===== src/rtl/r5fp_pkg.sv =====
// Shared definitions for the R5FP adder retire path: adder status bit
// positions, RISC-V fflags bit positions, status-to-fflags conversion and
// the canonical NaN pattern generator.
package r5fp_pkg;

    // Adder status bit indices
    localparam int ST_ZERO    = 0;
    localparam int ST_INF     = 1;
    localparam int ST_INVALID = 2;
    localparam int ST_TINY    = 3;
    localparam int ST_HUGE    = 4;
    localparam int ST_INEXACT = 5;

    // RISC-V fflags bit positions: {NV,DZ,OF,UF,NX}
    localparam int FF_NX    = 0;
    localparam int FF_UF    = 1;
    localparam int FF_OF    = 2;
    localparam int FF_DZ    = 3;
    localparam int FF_NV    = 4;
    localparam int FFLAGS_W = 5;

    // Widest result format canon_nan can describe
    localparam int CANON_MAX_W = 64;

    // Adder status to fflags. An adder never divides, so DZ is always 0.
    // Underflow is only reported when the tiny result was also inexact.
    function automatic logic [FFLAGS_W-1:0] status_to_fflags(input logic [7:0] status);
        logic [FFLAGS_W-1:0] ff;
        logic                unused_bits;
        unused_bits = ^{status[7:6], status[ST_INF], status[ST_ZERO]};
        ff          = '0;
        ff[FF_NV]   = status[ST_INVALID];
        ff[FF_DZ]   = 1'b0;
        ff[FF_OF]   = status[ST_HUGE];
        ff[FF_UF]   = status[ST_TINY] & status[ST_INEXACT];
        ff[FF_NX]   = status[ST_INEXACT];
        return ff;
    endfunction

    // Canonical quiet NaN {0, exp all-ones, sig MSB set, rest 0}, right-aligned
    // in a CANON_MAX_W vector; callers keep the low EXP_W+SIG_W+1 bits.
    function automatic logic [CANON_MAX_W-1:0] canon_nan(input int exp_w, input int sig_w);
        logic [CANON_MAX_W-1:0] r;
        r = '0;
        for (int i = 0; i < CANON_MAX_W; i++) begin
            if ((i == sig_w - 1) || ((i >= sig_w) && (i < sig_w + exp_w))) begin
                r[i] = 1'b1;
            end
        end
        return r;
    endfunction

endpackage


===== src/rtl/r5fp_sync_fifo.sv =====
// Generic DEPTH x WIDTH in-order register queue with read/write pointers,
// occupancy count and a synchronous flush. DEPTH must be a power of two so
// the pointers wrap naturally. Storage is cleared by reset so the head reads
// zero before anything is written.
module r5fp_sync_fifo
    import r5fp_pkg::*;
#(
    parameter int WIDTH = 8,
    parameter int DEPTH = 2
) (
    input  logic             clk,
    input  logic             rst_n,
    input  logic             flush,
    input  logic             wr_en,
    input  logic [WIDTH-1:0] wr_data,
    output logic             full,
    input  logic             rd_en,
    output logic [WIDTH-1:0] rd_data,
    output logic             empty
);

    localparam int PTR_W = $clog2(DEPTH);
    localparam int CNT_W = $clog2(DEPTH) + 1;

    logic [WIDTH-1:0] mem_q [DEPTH];
    logic [WIDTH-1:0] mem_d [DEPTH];
    logic [PTR_W-1:0] wr_ptr_q, wr_ptr_d;
    logic [PTR_W-1:0] rd_ptr_q, rd_ptr_d;
    logic [CNT_W-1:0] count_q, count_d;
    logic             push;
    logic             pop;

    assign full    = (count_q == CNT_W'(DEPTH));
    assign empty   = (count_q == '0);
    assign push    = wr_en & ~full;
    assign pop     = rd_en & ~empty;
    assign rd_data = mem_q[rd_ptr_q];

    // Next-state: write slot, pointer advance and count; flush wins over push
    always_comb begin
        mem_d    = mem_q;
        wr_ptr_d = wr_ptr_q;
        rd_ptr_d = rd_ptr_q;
        count_d  = count_q;
        if (flush) begin
            wr_ptr_d = '0;
            rd_ptr_d = '0;
            count_d  = '0;
        end else begin
            if (push) begin
                mem_d[wr_ptr_q] = wr_data;
                wr_ptr_d        = wr_ptr_q + PTR_W'(1);
            end
            if (pop) begin
                rd_ptr_d = rd_ptr_q + PTR_W'(1);
            end
            count_d = count_q + CNT_W'(push) - CNT_W'(pop);
        end
    end

    // Queue state registers, cleared asynchronously
    always_ff @(posedge clk or negedge rst_n) begin
        if (!rst_n) begin
            for (int i = 0; i < DEPTH; i++) begin
                mem_q[i] <= '0;
            end
            wr_ptr_q <= '0;
            rd_ptr_q <= '0;
            count_q  <= '0;
        end else begin
            for (int i = 0; i < DEPTH; i++) begin
                mem_q[i] <= mem_d[i];
            end
            wr_ptr_q <= wr_ptr_d;
            rd_ptr_q <= rd_ptr_d;
            count_q  <= count_d;
        end
    end

endmodule


===== src/rtl/r5fp_add_retire.sv =====
// Retire stage after the R5FP adder. Converts adder status to RISC-V fflags
// at push time, queues {tag, fflags, result} in order, presents the head to
// the consumer and accrues retired flags into the sticky fflags register.
// Optional feature: define R5FP_CANON_NAN_EN to replace any NaN result with
// the canonical NaN on push; otherwise results are stored bit-exact.
module r5fp_add_retire
    import r5fp_pkg::*;
#(
    parameter int EXP_W = 5,
    parameter int SIG_W = 10,
    parameter int TAG_W = 4,
    parameter int DEPTH = 2
) (
    input  logic                   clk,
    input  logic                   reset,
    input  logic                   in_valid,
    output logic                   in_ready,
    input  logic [EXP_W+SIG_W:0]   in_z,
    input  logic [7:0]             in_status,
    input  logic [TAG_W-1:0]       in_tag,
    output logic                   out_valid,
    input  logic                   out_ready,
    output logic [EXP_W+SIG_W:0]   out_z,
    output logic [FFLAGS_W-1:0]    out_fflags,
    output logic [TAG_W-1:0]       out_tag,
    input  logic                   flush,
    input  logic                   fflags_wr,
    input  logic                   fflags_clr,
    input  logic [FFLAGS_W-1:0]    fflags_wdata,
    output logic [FFLAGS_W-1:0]    fflags
);

    localparam int Z_W   = EXP_W + SIG_W + 1;
    localparam int ENT_W = TAG_W + FFLAGS_W + Z_W;

    localparam logic [CANON_MAX_W-1:0] CANON_FULL = canon_nan(EXP_W, SIG_W);
    localparam logic [Z_W-1:0]         CANON_Z    = CANON_FULL[Z_W-1:0];

    logic [Z_W-1:0]      store_z;
    logic [ENT_W-1:0]    wr_entry;
    logic [ENT_W-1:0]    head_entry;
    logic                fifo_full;
    logic                fifo_empty;
    logic                pop_fire;
    logic [FFLAGS_W-1:0] retired_ff;
    logic [FFLAGS_W-1:0] fflags_q, fflags_d;

    // Result value as stored: optionally canonicalize NaNs
    always_comb begin
        store_z = in_z;
`ifdef R5FP_CANON_NAN_EN
        if ((&in_z[Z_W-2 -: EXP_W]) && (|in_z[SIG_W-1:0])) begin
            store_z = CANON_Z;
        end
`endif
    end

    assign wr_entry = {in_tag, status_to_fflags(in_status), store_z};

    r5fp_sync_fifo #(
        .WIDTH (ENT_W),
        .DEPTH (DEPTH)
    ) u_fifo (
        .clk     (clk),
        .rst_n   (reset),
        .flush   (flush),
        .wr_en   (in_valid),
        .wr_data (wr_entry),
        .full    (fifo_full),
        .rd_en   (out_ready),
        .rd_data (head_entry),
        .empty   (fifo_empty)
    );

    // Ready depends only on occupancy, never on out_ready
    assign in_ready   = ~fifo_full;
    assign out_valid  = ~fifo_empty;
    assign out_z      = head_entry[Z_W-1:0];
    assign out_fflags = head_entry[Z_W +: FFLAGS_W];
    assign out_tag    = head_entry[Z_W+FFLAGS_W +: TAG_W];

    assign pop_fire   = out_valid & out_ready;
    assign retired_ff = pop_fire ? out_fflags : '0;

    // Sticky flags: write beats clear beats accrue; the retiring entry's
    // flags are always merged, even on a flush cycle
    always_comb begin
        fflags_d = fflags_q | retired_ff;
        if (fflags_wr) begin
            fflags_d = fflags_wdata | retired_ff;
        end else if (fflags_clr) begin
            fflags_d = retired_ff;
        end
    end

    // Sticky flags register
    always_ff @(posedge clk or negedge reset) begin
        if (!reset) begin
            fflags_q <= '0;
        end else begin
            fflags_q <= fflags_d;
        end
    end

    assign fflags = fflags_q;

endmodule


===== config.mk =====
export PLATFORM = sky130hd
export DESIGN_NAME = r5fp_add_retire
export DESIGN_NICKNAME = d
export VERILOG_FILES = /design/src/rtl/r5fp_pkg.sv /design/src/rtl/r5fp_sync_fifo.sv /design/src/rtl/r5fp_add_retire.sv
export SDC_FILE = /design/constraint.sdc
export NUM_CORES = 1
export LEC_CHECK = 0
export CORE_ASPECT_RATIO = 1.5
export CORE_MARGIN = 4
export CORE_UTILIZATION = 40
export DETAILED_ROUTE_END_ITERATION = 10
export GPL_TIMING_DRIVEN = 0
export PLACE_DENSITY = 0.7
export REMOVE_ABC_BUFFERS = 1
export SLEW_MARGIN = 20
export SYNTH_ARGS = -nofsm -noshare
export SYNTH_HDL_FRONTEND = slang
export SYNTH_SLANG_ARGS = --single-unit

===== constraint.sdc =====
create_clock -name clk -period 2.4 [get_ports clk]
set_input_delay 0.48 -clock clk [delete_from_list [all_inputs] [get_ports clk]]
set_output_delay 0.48 -clock clk [all_outputs]
set_load 0.02 [all_outputs]

**Yosys cells after proc, flatten, opt, wreduce, memory -nomap -nowiden**

Cells that the tools add are included.

- Bits in registers: 59
- Bits in latches: 0
- Bits in writable memories: 0
- ROM bits: 0
- Bits of input ports: 40
- Output and inout port bits: 32
- Logic and storage cells: 43
- Memories: 0

- Add/subtract/negate cells: 4
- $mul: 0
- Divide/modulo/power cells: 0
- Order comparisons: 3
- Equal/unequal tests: 1
- Shift operators: 0
- Mux-type cells: 14
- Bitwise logic cells: 10
- Reduce and logical (&&, ||, !) cells: 5

Operator list:

| cell | number |
|---|---|
| two-way mux 25 bit | 4 |
| bitwise mux 50 bit | 1 |
| demux 25 bit (select 1 bit) | 1 |
| two-way mux 5 bit | 3 |
| OR 5 bit | 2 |
| greater-or-equal comparator 2 bit, second input constant | 2 |
| two-way mux 1 bit | 4 |
| inverter 1 -> 2 bit | 2 |
| nonzero test 2 bit | 2 |
| bitwise AND 1 bit | 3 |
| inverter 1 bit | 3 |
| adder 1 bit, second input constant | 2 |
| adder 2 x 1 -> 2 bit | 1 |
| equality test 2 bit, second input constant | 1 |
| logical NOT 2 bit | 1 |
| less-than comparator 2 x 1 -> 1 bit, second input constant | 1 |
| two-way mux 2 bit | 1 |
| AND reduction 2 bit | 1 |
| subtractor 2 x 1 -> 2 bit | 1 |
| logical AND 1 bit | 1 |

**Depth between registers and ports, before layout**

- Depth in word-level cells: 8
- Gate-level depth with buffers: 8
- Depth with buffers taken out: 8

**Cells and area by module**

From an unflattened synthesis, not the netlist that was laid out.

- Cell total of the unflattened synthesis: 178
- Area, all modules: 2652.5 µm²

By module, submodules not included:

| module | instances | cells each | area each (µm²) | sequential area each (µm²) |
|---|---|---|---|---|
| r5fp_sync_fifo | 1 | 157 | 2397.3 | 1351.3 |
| r5fp_add_retire | 1 | 21 | 255.2 | 125.1 |

**Worst setup path after synthesis**

Ideal clock, no wire load.

- Path type: register to output
- Start: register u_fifo.rd_ptr_q
- End: output port out_tag[0]
- Data arrival time: 1322 ps
- Required time: 1920 ps
- Path slack: 598 ps
- Cell stages (with the launch flop): 4
- Path buffers: 2
- Cells stage by stage: dfrtp_1 clkbuf_1 buf_1 mux2_2

- Word-level cells in the longest chain between the ends: 4

Ends and longest elaborated chain:

| what | RTL line | text |
|---|---|---|
| start: declaration | r5fp_sync_fifo.sv:28 | `logic [PTR_W-1:0] rd_ptr_q, rd_ptr_d;` |
| start signal: assignment | r5fp_sync_fifo.sv:75 | `rd_ptr_q <= rd_ptr_d;` |
| inverter 1 -> 2 bit (implied by the code) | r5fp_sync_fifo.sv:37 | `assign rd_data = mem_q[rd_ptr_q];` |
| two-way mux 25 bit (implied by the code) (3 in series) | r5fp_sync_fifo.sv:37 |  |
| end: declaration | r5fp_add_retire.sv:25 | `output logic [TAG_W-1:0] out_tag,` |

No other way between the ends. The select of a mux whose other input is x is not followed.

**Worst setup path in the final report**

- Start: register u_fifo.rd_ptr_q
- End: output port out_z[6]

- Word-level cells in the longest chain between the ends: 4

Ends and longest elaborated chain:

| what | RTL line | text |
|---|---|---|
| inverter 1 -> 2 bit (implied by the code) | r5fp_sync_fifo.sv:37 |  |
| two-way mux 25 bit (implied by the code) (3 in series) | r5fp_sync_fifo.sv:37 |  |
| end: declaration | r5fp_add_retire.sv:23 | `output logic [EXP_W+SIG_W:0] out_z,` |

No other way between the ends. The select of a mux whose other input is x is not followed.

==> results.py <==
metrics = {
    "clock_tree": {
        "cts_tree": "yes",
        "clk_latency_ns": 0.32,
        "cts_root_buf": "clkbuf_8",
        "htree_levels": 3,
        "clockBufferDepth": 2,
        "cts.sinks": 57,
        "numCtsBuffers": 9,
        "path_clk_slew_ns": 0.06,
        "hold_buffers": 0,
    },
    "floorplanning": {
        "fp.dieW_um": 73.2,
        "core_region_area_sq_um": 6170,
        "ios": 72,
        "die-area_sq_um": 7750,
        "die_h_um": 106,
        "start_util": 0.413,
        "std_cell_rows": 35,
    },
    "worst_setup_path": {
        "end_kind": "output pin",
        "startpoint_type": "register",
        "worst-path-max-fanout": 12,
        "r2r-end": "u_fifo.mem_q[13]",
        "crit_required_ns": 1.92,
        "crit_type": "register to output pin",
        "reg2reg_from": "u_fifo.count_q[1]",
        "worstPathArrival_ns": 1.83,
        "r2r_setup_slack_ns": 0.30,
        "reg2regPathDepth": 4,
    },
    "global_routing": {
        "grt_pass1_vias": 1818,
        "overflow": 0,
        "gr-usage-met2": 0.239,
        "grt_max_degree": 58,
        "grt.busiest_layer": "met2",
        "grt_use_met3": 0.0305,
        "grt_pass1_wl_mm": 8.16,
        "use_met1": 0.148,
        "grt_usage": 0.141,
        "antenna_found_initial": 0,
    },
    "layout": {
        "final_util": 0.568,
        "final_nets": 288,
        "synthToLayoutAreaGrowth_pct": 37.4,
        "drive_gt1_frac": 0.388,
        "antenna_cells": 0,
    },
    "run": {
        "max_cap_violations": 0,
    },
    "timing": {
        "setup_violations": 0,
        "tightest_slew_ns": 0.909,
        "slew_viol_final": 0,
        "fin_crit_ns": 2.31,
        "fin_crit_sh": 0.964,
        "fin_worst_skew_ns": 0.00466,
        "fin_ws_ns": 0.0875,
        "finalHoldViolCount": 0,
        "clock.fmax_ghz": 0.432,
        "rsz0062_at_grt": "no",
        "slew_headroom": 0.392,
    },
    "logic_synthesis": {
        "synth_area_sq_um": 2550,
        "synthDistinctLibCells": 25,
        "yosysSeqAreaShare": 0.559,
        "synth_warnings": 0,
        "ys_seq_elements": 57,
        "avgSynthCellArea_sq_um": 14.8,
        "synth_edf_count": 0,
        "syn-instance-count": 172,
        "synth_flop_cell": "dfrtp_1",
        "synth_async_sr_flop_share": 1.00,
    },
    "placement": {
        "numPortBuffers": 66,
        "post-place-ws_ns": -0.303,
        "place.gp.congestion": 0.709,
        "dp_hpwl_mm": 3.39,
    },
    "drt": {
        "first_pass_iters": 4,
        "ant_nets": 0,
        "viasPerCell": 5.01,
        "drtIter0Drc": 53,
        "wl_mm": 4.89,
        "drc_errors": 0,
        "wl_per_cell_um": 15.1,
        "num_vias": 1622,
    },
    "hold_path": {
        "hold_path.class": "input pin to asynchronous set/reset pin",
    },
    "pwr": {
        "p_per_area_nw_per_um2": 1280,
        "total_power_mw": 4.47,
        "p_leak_nw": 1.52,
        "peakVddDrop_v": 0.000666,
    },
    "outcome": {
        "status": "complete, no violations",
    },
}
[area by class of cell]
class	count	area, sq um
clock buffers	12	165
clock inverters	3	15.0
fillers	534	2670
inverters	5	18.8
multi-input cells	102	1040
flip-flops and latches	57	1430
well taps	74	92.6
repair buffers	71	743
[timing repair]
item / CTS / global route
endpoints found under the setup margin: 24 / 0
gates resized for setup: 1 / 0
buffers inserted: 2 / 0
[power by group]
group / leakage (nW) / switching (mW) / internal [mW]
sequential: 0.684 / 0.206 / 1.40
combinational: 0.737 / 0.883 / 1.20
clock: 0.0980 / 0.340 / 0.447
total: 1.52 / 1.43 / 3.05
[critical path, stage by stage, from the launching register on]
cell and delay (ns):
dfrtp_4 0.43, buf_6 0.19, mux2_2 0.35, clkdlybuf4s50_1 0.54
[synthesized netlist by cell type, drive strengths merged, types with 2 or more instances]
master	n	area, sq um
ha	2	25.0
o21ai	2	10.0
buf	7	61.3
nor2	4	15.0
nor2b	2	15.0
dfrtp	57	1430
a22o	5	43.8
xor2	2	17.5
a21o	4	30.0
mux2	72	811
and2	2	12.5
inv	5	18.8
[layer usage]
metal / vias up / share of wire
met5: - / 0
met4: 0 / 0.034
met3: 14 / 0.044
met2: 46 / 0.54
met1: 801 / 0.39
li1: 761 / -
[cell usage in the layout, fill, tap and decap left out]
master,n
conb_1,1
nor3_1,1
dfrtp_4,1
clkinv_2,3
clkbuf_8,12
buf_6,2
nand4b_2,1
and2_1,2
buf_12,1
xor2_1,2
a22o_1,5
inv_1,5
a21oi_1,1
buf_8,1
o21ai_0,2
a21o_1,4
nor4_4,1
buf_4,1
nor2b_1,1
mux2_2,71
clkdlybuf4s50_1,65
or3_1,1
buf_16,1
ha_1,2
nor2_1,4
or2_2,1
dfrtp_1,56
mux2_1,1
nor2b_2,1
[per-stage QoR]
stage	cell area (sq um)	setup TNS, ns	hold WS, ns	cells
floorplan	2490	0	0.184	164
global placement	3240	-80.58	0.464	304
detailed placement	3290	-7.47	0.476	307
CTS	3510	0	0.134	324
global route	3510	0	0.149	324
finish	3510	0	0.139	324
[state kept, by name, summed over array words and instances, names as in the netlist]
register         flops
u_fifo.wr_ptr_q      1
u_fifo.rd_ptr_q      1
u_fifo.count_q       2
fflags               5
u_fifo.mem_q        48
[cells by family (layout without fill, tap and decap cells)]
logic type | count (synthesis) | after routing | share of synthesized area
xor gates and xnor gates | 2 | 2 | 0.00686
adders and majority gates | 2 | 2 | 0.00980
muxes | 72 | 72 | 0.318
buffers and inverters | 13 | 91 | 0.0328
and+or+nand+nor | 13 | 13 | 0.0377
AOI/OAI and AO/OA | 12 | 12 | 0.0348
other | 1 | 1 | 0.00147
DFF | 57 | 57 | 0.559
[worst max path at each step]
stage,cells after the start,startpoint,slack (ns),to
after floorplan,3,in_valid,0.38,u_fifo.mem_q[25]
after global placement,1,reset,-0.98,u_fifo.mem_q[36]
after detailed placement,3,flush,-0.30,u_fifo.mem_q[13]
after CTS,3,u_fifo.rd_ptr_q,0.06,out_fflags[2]
after global routing,3,flush,0.007,u_fifo.mem_q[13]
final,3,u_fifo.rd_ptr_q,0.09,out_z[6]
Power figures use the tool's default switching activity.
